### src/rtl/keypad_pkg.sv
// Shared types and constants for the 4x4 keypad scanner: FSM states, key map, column reset pattern.
package keypad_pkg;

    typedef enum logic [1:0] {
        SCAN     = 2'd0,
        DEBOUNCE = 2'd1,
        HOLD     = 2'd2,
        RELEASE  = 2'd3
    } keypad_state_t;

    localparam logic [3:0] KEY_STAR  = 4'hE;
    localparam logic [3:0] KEY_HASH  = 4'hF;
    localparam logic [3:0] COL_RESET = 4'b1110;

    // Indexed {row, col}; entry 15 (row3, col3) is listed first.
    localparam logic [15:0][3:0] KEY_MAP = {
        4'hD, KEY_HASH, 4'h0, KEY_STAR,
        4'hC, 4'h9,     4'h8, 4'h7,
        4'hB, 4'h6,     4'h5, 4'h4,
        4'hA, 4'h3,     4'h2, 4'h1
    };

endpackage

### src/rtl/sync_2ff.sv
// Two-flop synchronizer for asynchronous inputs, with a configurable synchronous reset value.
module sync_2ff #(
    parameter int               WIDTH   = 1,
    parameter logic [WIDTH-1:0] RST_VAL = '0
) (
    input  logic             clk,
    input  logic             rst,
    input  logic [WIDTH-1:0] d,
    output logic [WIDTH-1:0] q
);

    logic [WIDTH-1:0] meta;

    always_ff @(posedge clk) begin
        if (rst) begin
            meta <= RST_VAL;
            q    <= RST_VAL;
        end else begin
            meta <= d;
            q    <= meta;
        end
    end

endmodule

### src/rtl/keypad_matrix_scanner.sv
// 4x4 keypad scanner: column drive, row debounce, key encoding, one key_valid pulse per press.
// Optional auto-repeat while a key is held is enabled by defining KEYPAD_REPEAT_EN.
module keypad_matrix_scanner
    import keypad_pkg::*;
#(
    parameter int SCAN_DIV      = 1000,
    parameter int DEBOUNCE_CNT  = 20000
`ifdef KEYPAD_REPEAT_EN
    ,
    parameter int REPEAT_CYCLES = 5000000
`endif
) (
    input  logic       clk,
    input  logic       rst,
    input  logic [3:0] row_in,
    output logic [3:0] col_out,
    output logic [3:0] key_code,
    output logic       key_valid,
    output logic       key_pressed
);

    localparam int DW = (SCAN_DIV > 1) ? $clog2(SCAN_DIV) : 1;
    localparam int CW = $clog2(DEBOUNCE_CNT + 1);
    localparam logic [DW-1:0] DWELL_LAST = DW'(SCAN_DIV - 1);
    localparam logic [CW-1:0] DB_MAX     = CW'(DEBOUNCE_CNT);
`ifdef KEYPAD_REPEAT_EN
    localparam int RW = (REPEAT_CYCLES > 1) ? $clog2(REPEAT_CYCLES) : 1;
    localparam logic [RW-1:0] REP_LAST = RW'(REPEAT_CYCLES - 1);
    logic [RW-1:0] rep_cnt;
`endif

    logic [3:0]    rs;
    keypad_state_t state;
    logic [DW-1:0] dwell;
    logic [CW-1:0] cnt;
    logic [1:0]    row_sel;
    logic [1:0]    col_sel;
    logic          row_high;

    sync_2ff #(
        .WIDTH   (4),
        .RST_VAL (4'b1111)
    ) u_row_sync (
        .clk (clk),
        .rst (rst),
        .d   (row_in),
        .q   (rs)
    );

    function automatic logic [1:0] lowest_low(input logic [3:0] rows);
        if (!rows[0])      return 2'd0;
        else if (!rows[1]) return 2'd1;
        else if (!rows[2]) return 2'd2;
        else               return 2'd3;
    endfunction

    function automatic logic [3:0] rotate_col(input logic [3:0] col);
        return {col[2:0], col[3]};
    endfunction

    assign row_high = rs[row_sel];

    always_ff @(posedge clk) begin
        if (rst) begin
            state       <= SCAN;
            dwell       <= '0;
            cnt         <= '0;
            row_sel     <= 2'd0;
            col_sel     <= 2'd0;
            col_out     <= COL_RESET;
            key_code    <= 4'h0;
            key_valid   <= 1'b0;
            key_pressed <= 1'b0;
`ifdef KEYPAD_REPEAT_EN
            rep_cnt     <= '0;
`endif
        end else begin
            key_valid <= 1'b0;
`ifdef KEYPAD_REPEAT_EN
            rep_cnt   <= '0;
`endif
            unique case (state)
                SCAN: begin
                    // Rows are only trusted at the end of the dwell, once the synchronizer has settled.
                    if (dwell == DWELL_LAST) begin
                        dwell <= '0;
                        if (rs != 4'b1111) begin
                            row_sel <= lowest_low(rs);
                            cnt     <= CW'(1);
                            state   <= DEBOUNCE;
                        end else begin
                            col_sel <= col_sel + 2'd1;
                            col_out <= rotate_col(col_out);
                        end
                    end else begin
                        dwell <= dwell + DW'(1);
                    end
                end

                DEBOUNCE: begin
                    if (row_high) begin
                        dwell   <= '0;
                        col_sel <= col_sel + 2'd1;
                        col_out <= rotate_col(col_out);
                        state   <= SCAN;
                    end else if (cnt == DB_MAX) begin
                        key_code    <= KEY_MAP[{row_sel, col_sel}];
                        key_valid   <= 1'b1;
                        key_pressed <= 1'b1;
                        cnt         <= '0;
                        state       <= HOLD;
                    end else begin
                        cnt <= cnt + CW'(1);
                    end
                end

                HOLD: begin
                    if (row_high) begin
                        cnt   <= CW'(1);
                        state <= RELEASE;
                    end
`ifdef KEYPAD_REPEAT_EN
                    else if (rep_cnt == REP_LAST) begin
                        key_valid <= 1'b1;
                    end else begin
                        rep_cnt <= rep_cnt + RW'(1);
                    end
`endif
                end

                RELEASE: begin
                    if (!row_high) begin
                        cnt   <= '0;
                        state <= HOLD;
                    end else if (cnt == DB_MAX) begin
                        key_pressed <= 1'b0;
                        cnt         <= '0;
                        dwell       <= '0;
                        col_sel     <= col_sel + 2'd1;
                        col_out     <= rotate_col(col_out);
                        state       <= SCAN;
                    end else begin
                        cnt <= cnt + CW'(1);
                    end
                end

                default: state <= SCAN;
            endcase
        end
    end

endmodule

### config.mk
export PLATFORM = sky130hd
export DESIGN_NAME = keypad_matrix_scanner
export DESIGN_NICKNAME = d
export VERILOG_FILES = /design/src/rtl/keypad_pkg.sv /design/src/rtl/sync_2ff.sv /design/src/rtl/keypad_matrix_scanner.sv
export SDC_FILE = /design/constraint.sdc
export NUM_CORES = 1
export LEC_CHECK = 0
export ABC_CLOCK_PERIOD_IN_PS = 2200
export CAP_MARGIN = 10
export CORE_ASPECT_RATIO = 0.6
export CORE_MARGIN = 2
export CORE_UTILIZATION = 30
export DETAILED_ROUTE_END_ITERATION = 10
export DONT_BUFFER_PORTS = 1
export PLACE_DENSITY = 0.46
export SETUP_SLACK_MARGIN = 0.02
export SYNTH_ARGS = -nofsm -noshare
export SYNTH_HDL_FRONTEND = slang
export SYNTH_HIERARCHICAL = 1
export SYNTH_SLANG_ARGS = --single-unit
### constraint.sdc
create_clock -name clk -period 2.2 [get_ports clk]
set_input_delay 0.66 -clock clk [delete_from_list [all_inputs] [get_ports clk]]
set_output_delay 0.66 -clock clk [all_outputs]
set_load 0.02 [all_outputs]
Yosys cells after proc, flatten, opt, wreduce, memory -nomap -nowiden
Memories as Yosys holds them, arrays and structs flattened. A register that Yosys moved wholly into a read port is not among the register bits.
Cells that the tools add are included.
{"block": "word_totals", "output_inout_bits": 10, "in_bits": 6, "n_memories": 1, "mem_bits_ro": 64, "reg_bits": 45, "wordCells": 88}
{"block": "op_classes", "magnitude_cmp": 1, "n_mux": 43, "n_bitwise": 2, "reduce_logical": 11, "n_eq_ne": 17, "n_addsub": 3}
{"memory": "(name not given)", "depth": 16, "width": 4, "read_ports": 1, "rd_ports_with_merged_regs": 1, "wr": 0, "line": "keypad_matrix_scanner.sv:107", "rtl": "key_code <= KEY_MAP[{row_sel, col_sel}];"}
{"operator": "$mux 15", "n": 6}
{"operator": "$pmux 15 s4", "n": 1}
{"operator": "$mux 10", "n": 4}
{"operator": "$pmux 10 s3", "n": 1}
{"operator": "$mux 2", "n": 14}
{"operator": "$mux 4", "n": 5}
{"operator": "$ne 2x2->1 const B", "n": 9}
{"operator": "$add 15x1->15 const B", "n": 1}
{"operator": "$eq 15x15->1 const B", "n": 1}
{"operator": "$pmux 4 s3", "n": 1}
{"operator": "$add 10x1->10 const B", "n": 1}
{"operator": "$eq 10x10->1 const B", "n": 1}
{"operator": "$reduce_and 5->1", "n": 2}
{"operator": "$pmux 2 s4", "n": 1}
{"operator": "$reduce_and 4->1", "n": 2}
{"operator": "$mux 1", "n": 7}
{"operator": "$ne 3x3->1 const B", "n": 2}
{"operator": "$pmux 2 s3", "n": 1}
{"operator": "$reduce_and 3->1", "n": 2}
{"operator": "$reduce_and 6->1", "n": 1}
{"operator": "$eq 2x2->1 const B", "n": 2}
{"operator": "$ne 4x4->1 const B", "n": 1}
{"operator": "$lt 2x3->1 const B", "n": 1}
{"operator": "$reduce_bool 3->1", "n": 1}
{"operator": "other kinds (8)", "n": 9}

Depth between registers and ports, before layout
Gate-level depths: netlist (run 1).
{"block": "depth", "depth_word": 4, "mapped_depth": 8, "ltp_nobuf": 7}

Modules after synthesis
Netlist (run 1), hierarchy kept.
{"mod": "keypad_matrix_scanner", "instances": 1, "seq_area_each_um2": 820.8, "area_per_inst_um2": 2372.3, "cells_per_inst": 283}
{"mod": "sync_2ff", "instances": 1, "seq_area_each_um2": 160.2, "area_per_inst_um2": 210.2, "cells_per_inst": 16}

Least setup slack after synthesis (run 1)
Ideal clock, no wire load.
{"block": "synth_timing", "kind": "register to register", "startpoint": "register row_sel[0]", "endpoint": "register cnt[13]", "t_arrival_ps": 1828, "required_ps": 2138, "path_slack_ps": 309, "path_stages_with_launch": 7, "n_path_buf": 1, "period_less_slack_ps": 1891, "path_cell_list": "dfxtp_1 > mux4_2 > nand2_2 > nand4_1 > buf_2 > or4_1 > nand3_1"}
{"block": "synth_between", "elab_chain_len": 4, "word_cells_on_any_way": 7, "cone_classes": "2 x eq/ne; 4 x mux; 1 x reduce/logical"}
{"item": "start, declared", "line": "keypad_matrix_scanner.sv:36", "rtl": "logic [1:0] row_sel;"}
{"item": "start signal, assigned", "line": "keypad_matrix_scanner.sv:88", "rtl": "row_sel <= lowest_low(rs);"}
{"item": "$bmux 1 s2 (*)", "line": "keypad_matrix_scanner.sv:61", "rtl": "assign row_high = rs[row_sel];"}
{"item": "$mux 1 (not written as such) (*)", "line": "keypad_matrix_scanner.sv:61"}
{"item": "$mux 15 or $ne 2x2->1 (tied branches)"}
{"item": "$pmux 15 s4 or $reduce_and 4->1 (tied branches)"}
{"item": "end signal, assigned", "line": "keypad_matrix_scanner.sv:113", "rtl": "cnt <= cnt + CW'(1);"}
{"item": "end signal, assigned", "line": "keypad_matrix_scanner.sv:143", "rtl": "cnt <= cnt + CW'(1);"}
{"item": "end, declared", "line": "keypad_matrix_scanner.sv:35", "rtl": "logic [CW-1:0] cnt;"}
Every way passes the cells marked *; elsewhere a longest branch is shown, timed or not. The select of a mux whose other input is x is not followed.
A chain may end at the register's enable or synchronous reset.

Worst setup path after layout (run 1)
{"block": "layout_timing", "startpoint": "register row_sel[0]", "endpoint": "register cnt[11]"}
Same word-level chain as after synthesis.

==> results.yml, run 1 <==
cts:
  htreeDepth: 2
  clock-sinks: 49
  clockBufferDepth: 2
  tritoncts: "yes"
  cts.repair.resized: 0
  clock_latency_ps: 290
  cts_buffers: 5
  cts-root-buf: "clkbuf_16"
  clkTransAtPathRegs_ps: 70
floorplan:
  fp.dieH_um: 75.87
  core_area_sq_um: 8426
  start_util_pct: 30.65
  die_area_sq_um: 9391
  chipWidth_um: 123.8
  num_io_pins: 16
  placementRows: 26
global_route:
  globalRouteTotalUtil_pct: 14.09
  grt_pass1_wl_mm: 10.05
  grt_max_degree: 47
  grt_antenna_before_repair: 0
  first_global_vias: 1897
  grt-ovfl-total: 0
setup_path:
  critical_path_required_ps: 2410
  crit_path_start_kind: "register"
  crit_arrival_ps: 2300
  endpoint_kind: "register"
  critPathKind: "reg2reg"
  critPathMaxFanout: 7
  reg2reg_setup_slack_ps: 110
synthesis:
  synth_edf_count: 0
  yosysSeqAreaShare_pct: 37.98
  synthArstFlopShare_pct: 0
  synth_warnings: 6
  synth_cell_type_count: 59
  synthCells: 299
  yosysMostFrequentCell: "dfxtp_1"
  synth_area_leaders: "dfxtp_1, a21oi_1, ha_1"
  ys.flop_type: "dfxtp_1"
  synth_common_cells: "dfxtp_1, a21oi_1, nor2_1"
  syn_avg_cell_area_sq_um: 8.637
  synth_area_sq_um: 2582
  synth_nets: 313
  synth_top_area_cell: "dfxtp_1"
  synth.top_cell.area_share_pct: 37.98
  ys_ff_latch: 49
final_layout:
  nNetsFinal: 333
  final_cells: 432
  design_area_sq_um: 3040
  fillers: 870
  num_antenna_cells: 0
  area_growth_syn_to_layout_pct: 17.73
  regArea_sq_um: 980.9
  drive_above_1_share_pct: 15.31
  multiInputGateArea_sq_um: 1495
  fin_util_pct: 36.09
detailed_routing:
  dr.pass1.iters: 5
  drcViolationCount: 0
  vias: 2194
  drtAntennaViolNets: 0
  drt_iter0_drc: 138
  wire_per_inst_um: 14.77
  drt-total-wl_mm: 6.379
  via_per_inst: 5.079
power_and_ir_drop:
  powerDensity_nw_per_um2: 610.7
  ir_worst_vdd_uv: 380.4
  p_leak_nw: 1.034
timing:
  report.final.hold_viol_count: 0
  tightestPinTransition_ps: 606.7
  rsz0062_at_grt: "yes"
  report.final.slew_viol_count: 0
  fin_crit_ps: 2090
  fmax_mhz: 478.4
  finalSetupTns_ps: 0
  relSlewSlack_pct: 59.22
  finalClockSkew_ps: 5.798
  setup_viol: 0
  period_share_pct: 95.01
  holdWs_ps: 405.5
placement:
  gp_congestion: 0.7864
  place_area_sq_um: 2860
  place_hpwl_mm: 4.615
  placedCellCount: 423
  io_buffers: 0
run_status:
  status: "completed"
min_path:
  min_path_type: "reg2reg"
job:
  cap_violations: 0
-- per-layer routing --
layer	GRT usage, %	vias up	wire length (um)
met5	0	-	0
met4	1.894	0	21
met3	5.015	2	439
met2	17.28	51	2244
met1	22.78	1014	3674
li1	-	1127	-
-- what timing repair did --
item	CTS	global route
buffers inserted	0	1
hold buffers	0	0
setup endpoints to repair	0	4
-- layout make-up --
type | count | area share, %
multi-input combinational | 223 | 49.18
sequential | 49 | 32.26
timing repair buffer | 27 | 6.667
clock buffer | 7 | 4.691
tap | 112 | 4.609
inverter | 13 | 1.605
clock inverter | 1 | 0.9877
-- kinds of logic (layout without fill, tap and decap cells) --
group / Yosys count / count (layout) / share of synthesized area (%)
simple gates: 127 / 127 / 28.34
flops: 49 / 49 / 37.98
mux: 12 / 12 / 5.233
compound gates: 70 / 70 / 18.41
buf+inv: 27 / 48 / 4.118
fa+ha+maj: 8 / 8 / 3.876
xor+xnor: 6 / 6 / 2.035
-- stage by stage --
step,setup slack [ps],power [mW]
3_3_place_gp,143.3,0.9807
3_5_place_dp,125.2,0.9818
6_report,109.7,1.857
2_1_floorplan,309.4,0.9770
4_1_cts,87.03,1.885
5_1_grt,-16.56,1.934
-- path summary, 6_finish.rpt --
| path | to | cells past startpoint | from |
|---|---|---|---|
| worst max-delay path | cnt[11] | 6 | row_sel[0] |
| worst min register to register | u_row_sync/q[3] | 1 | u_row_sync/meta[3] |
| worst max register to register | cnt[11] | 6 | row_sel[0] |
| worst min-delay path | u_row_sync/q[3] | 1 | u_row_sync/meta[3] |
-- cell usage in the layout (no fill, tap or decap), types with 2 or more instances in the layout --
cell type / count
clkbuf_16: 5
nor4b_1: 2
or3_1: 4
inv_1: 13
o32a_1: 3
mux2_2: 2
a21o_1: 3
nand2b_1: 4
and3_1: 5
a31oi_1: 4
o31ai_1: 2
or2_2: 2
xnor2_1: 6
nor2_1: 22
nor2b_1: 4
nand4_1: 3
a21oi_1: 22
a211o_1: 3
nor4_1: 2
buf_4: 27
a21boi_0: 2
or4_1: 3
a211oi_1: 6
or2_1: 8
and4b_1: 2
nor4bb_1: 2
and2_1: 4
and4bb_2: 2
dfxtp_1: 49
nand3_1: 20
nand2_1: 21
ha_1: 8
nand3b_1: 4
mux2i_1: 9
nor3_1: 4
o21ai_0: 13
-- flip-flops by register name, summed over array words and instances (netlist names), named ones only --
name             cells
state                1
key_pressed          1
u_row_sync/q         4
col_sel              2
key_code             4
key_valid            1
row_sel              2
cnt                 15
u_row_sync/meta      4
dwell               10
col_out              4
-- critical path, cell delays in order (launching register included) --
cell and delay, ps:
dfxtp_1 350, mux4_2 530, buf_4 180, and2_1 180, nor4_2 530, a21oi_1 80
o21ai_0 180
-- power by group --
group	switching [mW]	internal (mW)
sequential	0.0149	0.903
combinational	0.0206	0.0231
clock	0.327	0.568
Note: power is estimated with default switching activity, not from simulation.
==> run 2: changes to the inputs <==
- PLACE_DENSITY: 0.46 -> unset
==> results.yml, run 2 (synthesized netlist as in run 1, its figures left out) <==
run_status:
  status: "completed"
detailed_routing:
  via_per_inst: 5.108
  dr.pass1.iters: 4
  wire_per_inst_um: 13.70
  drt_iter0_drc: 88
  drtAntennaViolNets: 0
  drt-total-wl_mm: 5.837
  vias: 2176
  drcViolationCount: 0
floorplan:
  chipWidth_um: 123.8
  start_util_pct: 30.65
  num_io_pins: 16
  fp.dieH_um: 75.87
  die_area_sq_um: 9391
  core_area_sq_um: 8426
  placementRows: 26
power_and_ir_drop:
  p_leak_nw: 1.011
  power_mw: 1.846
  powerDensity_nw_per_um2: 614.3
  ir_worst_vdd_uv: 292.2
global_route:
  grt_max_degree: 47
  grt-ovfl-total: 0
  met3_usage_pct: 3.293
  top_usage_layer: "met1"
  grt_pass1_wl_mm: 9.770
  globalRouteTotalUtil_pct: 13.22
  met2_usage_pct: 19.23
  grt_antenna_before_repair: 0
  gr-usage-met1_pct: 19.48
  first_global_vias: 1973
setup_path:
  crit_chain: "mux4_2, buf_4, nand2_2, nand4_1, buf_4, or4_1, nand3_1"
  critPathMaxStageDelay_ps: 500
  endpoint_kind: "register"
  critical_path_required_ps: 2430
  cpMostUsedCell: "buf_4"
  critPathKind: "reg2reg"
  crit_path_start_kind: "register"
  crit_arrival_ps: 2340
  critPathMaxFanout: 7
  cp_slowest_cell: "mux4_2"
timing:
  setup_viol: 0
  finalClockSkew_ps: 5.490
  report.final.slew_viol_count: 0
  worst_slack_ps: 88.28
  period_share_pct: 95.99
  relSlewSlack_pct: 53.08
  rsz0062_at_grt: "yes"
  report.final.hold_viol_count: 0
  fmax_mhz: 473.5
  tightestPinTransition_ps: 699.9
  fin_crit_ps: 2112
final_layout:
  drive_above_1_share_pct: 14.33
  num_antenna_cells: 0
  nNetsFinal: 327
  largest_registers: "cnt (15), dwell (10)"
  fillers: 857
  largest_register_ffs: 15
  area_growth_syn_to_layout_pct: 16.38
  regMostFlops: "cnt"
  final_cells: 426
  final_cell_mix: "dfxtp_1, nor2_1, a21oi_1"
  final_common_cell: "dfxtp_1"
cts:
  tritoncts: "yes"
  cts_hold_buf: 0
  htreeDepth: 2
  clock-sinks: 49
  cts_buffers: 5
  clockBufferDepth: 2
  cts-root-buf: "clkbuf_16"
  clkTransAtPathRegs_ps: 60
  clock_latency_ps: 280
placement:
  dp_slack_ps: -255.1
  gp_congestion: 0.8555
  place_hpwl_mm: 4.241
  placedCellCount: 416
  io_buffers: 0
min_path:
  min_path_type: "reg2reg"
job:
  cap_violations: 0
## run 2: what timing repair did
item | CTS | global route
gates resized for setup | 1 | 2
cloned | 0 | 0
setup buffers | 0 | 2
pin swaps | 0 | 2
setup endpoints to repair | 10 | 7
## run 2: area by class of cell
type,count,area (sq um),share of cell area [%]
Tap cell,112,140.1,4.663
Sequential cell,49,982.2,32.68
Timing Repair Buffer,21,161.4,5.371
Clock buffer,7,142.6,4.746
Inverter,13,48.80,1.624
Multi-Input combinational cell,223,1500,49.92
Clock inverter,1,30.03,0.9992
## run 2: path summary, 6_finish.rpt
| kind | from | to | slack [ps] | cells past startpoint |
|---|---|---|---|---|
| min reg2reg | u_row_sync/meta[0] | u_row_sync/q[0] | 400 | 1 |
| max | row_sel[0] | cnt[12] | 90 | 7 |
| max reg2reg | row_sel[0] | cnt[12] | 90 | 7 |
| min | u_row_sync/meta[0] | u_row_sync/q[0] | 400 | 1 |
## run 2: layer usage
metal  up-vias  part of all wire, %
met5         -                    0
met4         0                 0.60
met3         5                  6.7
met2        54                   40
met1      1004                   53
li1       1113                    -
## run 2: critical path, delay by kind of cell (launching register included)
family	cells	cell delay, ps
AND/OR/NAND/NOR	4	820
multiplexers	1	500
buffers and inverters	2	400
flip-flops	1	340
## run 2: stage by stage
stage               hold slack (ps)  utilization, %  area, sq um  setup TNS (ps)
detailed placement            392.0           33.32         2808           -1757
finish                        403.1           35.67         3005               0
floorplan                     383.2               -         2582               0
global placement              395.1           33.32         2808           -1175
CTS                           407.4           35.43         2985               0
global route                  422.8           35.67         3005               0
## run 2: where the power goes
group          internal, mW  switching (mW)  leakage, nW  total, mW
combinational        0.0229          0.0192        0.529     0.0421
clock                 0.568           0.317       0.0841      0.885
sequential            0.903          0.0155        0.398      0.919
total                  1.49           0.352         1.01       1.85
==> run 3: changes to the inputs <==
- CORE_UTILIZATION: 30 -> 60
- PLACE_DENSITY: unset -> 0.76
==> results.yml, run 3 (synthesized netlist as in run 1, its figures left out) <==
global_route:
  grt_antenna_before_repair: 0
  first_global_vias: 1963
  grt-ovfl-total: 0
  globalRouteTotalUtil_pct: 25.62
  grt_pass1_wl_mm: 9.466
  grt_max_degree: 47
min_path:
  hp-start: "u_row_sync/meta[1]"
  hold_end: "u_row_sync/q[1]"
  min_path_type: "reg2reg"
  min_path_cells: 1
setup_path:
  critPathKind: "reg2reg"
  critPathMaxFanout: 7
  endpoint_kind: "register"
  r2r-end: "cnt[13]"
  timing.rr.start: "row_sel[0]"
  crit_arrival_ps: 2340
  critical_path_required_ps: 2440
  reg2reg_setup_slack_ps: 100
  ff2ff_path_depth: 7
  crit_path_start_kind: "register"
cts:
  clkTransAtPathRegs_ps: 90
  htreeDepth: 2
  clockBufferDepth: 2
  cts-root-buf: "clkbuf_8"
  cts_buffers: 5
  clock_latency_ps: 290
  clock-sinks: 49
  tritoncts: "yes"
timing:
  worst_slack_ps: 101.7
  fmax_mhz: 476.6
  report.final.hold_viol_count: 0
  period_share_pct: 95.38
  relSlewSlack_pct: 59.08
  setup_viol: 0
  report.final.slew_viol_count: 0
  tightestPinTransition_ps: 610.4
  rsz0062_at_grt: "no"
  finalClockSkew_ps: 3.099
  fin_crit_ps: 2098
floorplan:
  core_area_sq_um: 4121
  chipWidth_um: 88.70
  fp.dieH_um: 54.82
  start_util_pct: 62.66
  placementRows: 18
  num_io_pins: 16
  die_area_sq_um: 4862
final_layout:
  largest_registers: "cnt (15), dwell (10)"
  final_cell_mix: "dfxtp_1, buf_4, nor2_1, a21oi_1, nand2_1"
  drive_above_1_share_pct: 18.04
  regMostFlops: "cnt"
  area_growth_syn_to_layout_pct: 15.50
  nNetsFinal: 340
  fillers: 321
  final_common_cell: "dfxtp_1"
  largest_register_ffs: 15
  fin_util_pct: 72.37
  num_antenna_cells: 0
detailed_routing:
  drt_iter0_drc: 176
  drt-total-wl_mm: 5.819
  via_per_inst: 5.933
  highest_layer: "met3"
  vias: 2296
  drtAntennaViolNets: 0
  wire_per_inst_um: 15.04
  wl_met2_mm: 2.393
  dr.pass1.iters: 7
  wl_met1_mm: 2.930
  drcViolationCount: 0
  dr_wl_met3_um: 494
power_and_ir_drop:
  ir_worst_vdd_uv: 549.7
  p_leak_nw: 1.050
  power_mw: 1.545
  powerDensity_nw_per_um2: 517.9
placement:
  place_hpwl_mm: 4.119
  io_buffers: 0
  dp_slack_ps: -127.3
  gp_congestion: 0.8579
run_status:
  status: "completed"
job:
  cap_violations: 0
[run 3: layer usage]
layer / track usage (%) / up-vias
li1: - / 1138
met1: 38.39 / 1058
met2: 35.45 / 100
met3: 9.201 / 0
met4: 3.535 / 0
met5: 0 / -
[run 3: power breakdown]
part,switching [mW],internal [mW]
Combinational,0.0230,0.0302
Sequential,0.0147,0.902
Clock,0.290,0.285
Total,0.328,1.22
[run 3: repair_timing]
action,in CTS,in global routing
endpoints found under the hold margin,0,0
endpoints found under the setup margin,11,11
setup buffers,2,4
resized for setup,1,5
hold buffers,0,0
pin swaps,1,2
[run 3: worst max-delay path by stage]
stage / startpoint / cells past startpoint / endpoint / slack (ps)
after CTS: cnt[5] / 5 / col_out[1] / 80
final: row_sel[0] / 7 / cnt[13] / 100
after detailed placement: row_sel[0] / 6 / cnt[5] / -130
after floorplan: row_sel[0] / 6 / cnt[13] / 310
after global routing: row_sel[0] / 7 / cnt[13] / 30
after global placement: row_sel[0] / 6 / cnt[3] / -30
[run 3: stage by stage]
stage | area, sq um | cells | TNS [ps] | hold slack [ps]
6_report | 2983 | 387 | 0 | 409.8
5_1_grt | 2983 | 387 | 0 | 405.3
4_1_cts | 2932 | 383 | 0 | 414.6
3_5_place_dp | 2810 | 373 | -573.9 | 392.7
3_3_place_gp | 2810 | 373 | -77.70 | 386.5
2_1_floorplan | 2582 | 299 | 0 | 383.2
[run 3: area by class of cell]
| cell class | instances | area (sq um) | share of cell area [%] |
|---|---|---|---|
| multi-input cells | 223 | 1509 | 50.59 |
| flip-flops and latches | 49 | 982.2 | 32.93 |
| repair buffers | 34 | 266.5 | 8.935 |
| clock buffers | 7 | 96.34 | 3.230 |
| well taps | 60 | 75.07 | 2.517 |
| inverters | 13 | 48.80 | 1.636 |
| clock inverters | 1 | 5.005 | 0.1678 |
[run 3: critical path, cell delays in order, from the launching register on]
cell and delay, ps:
dfxtp_2 350, mux4_2 510, buf_6 160, nand2_2 80, nand4_1 190, buf_4 210
or4_1 460, nand3_1 90
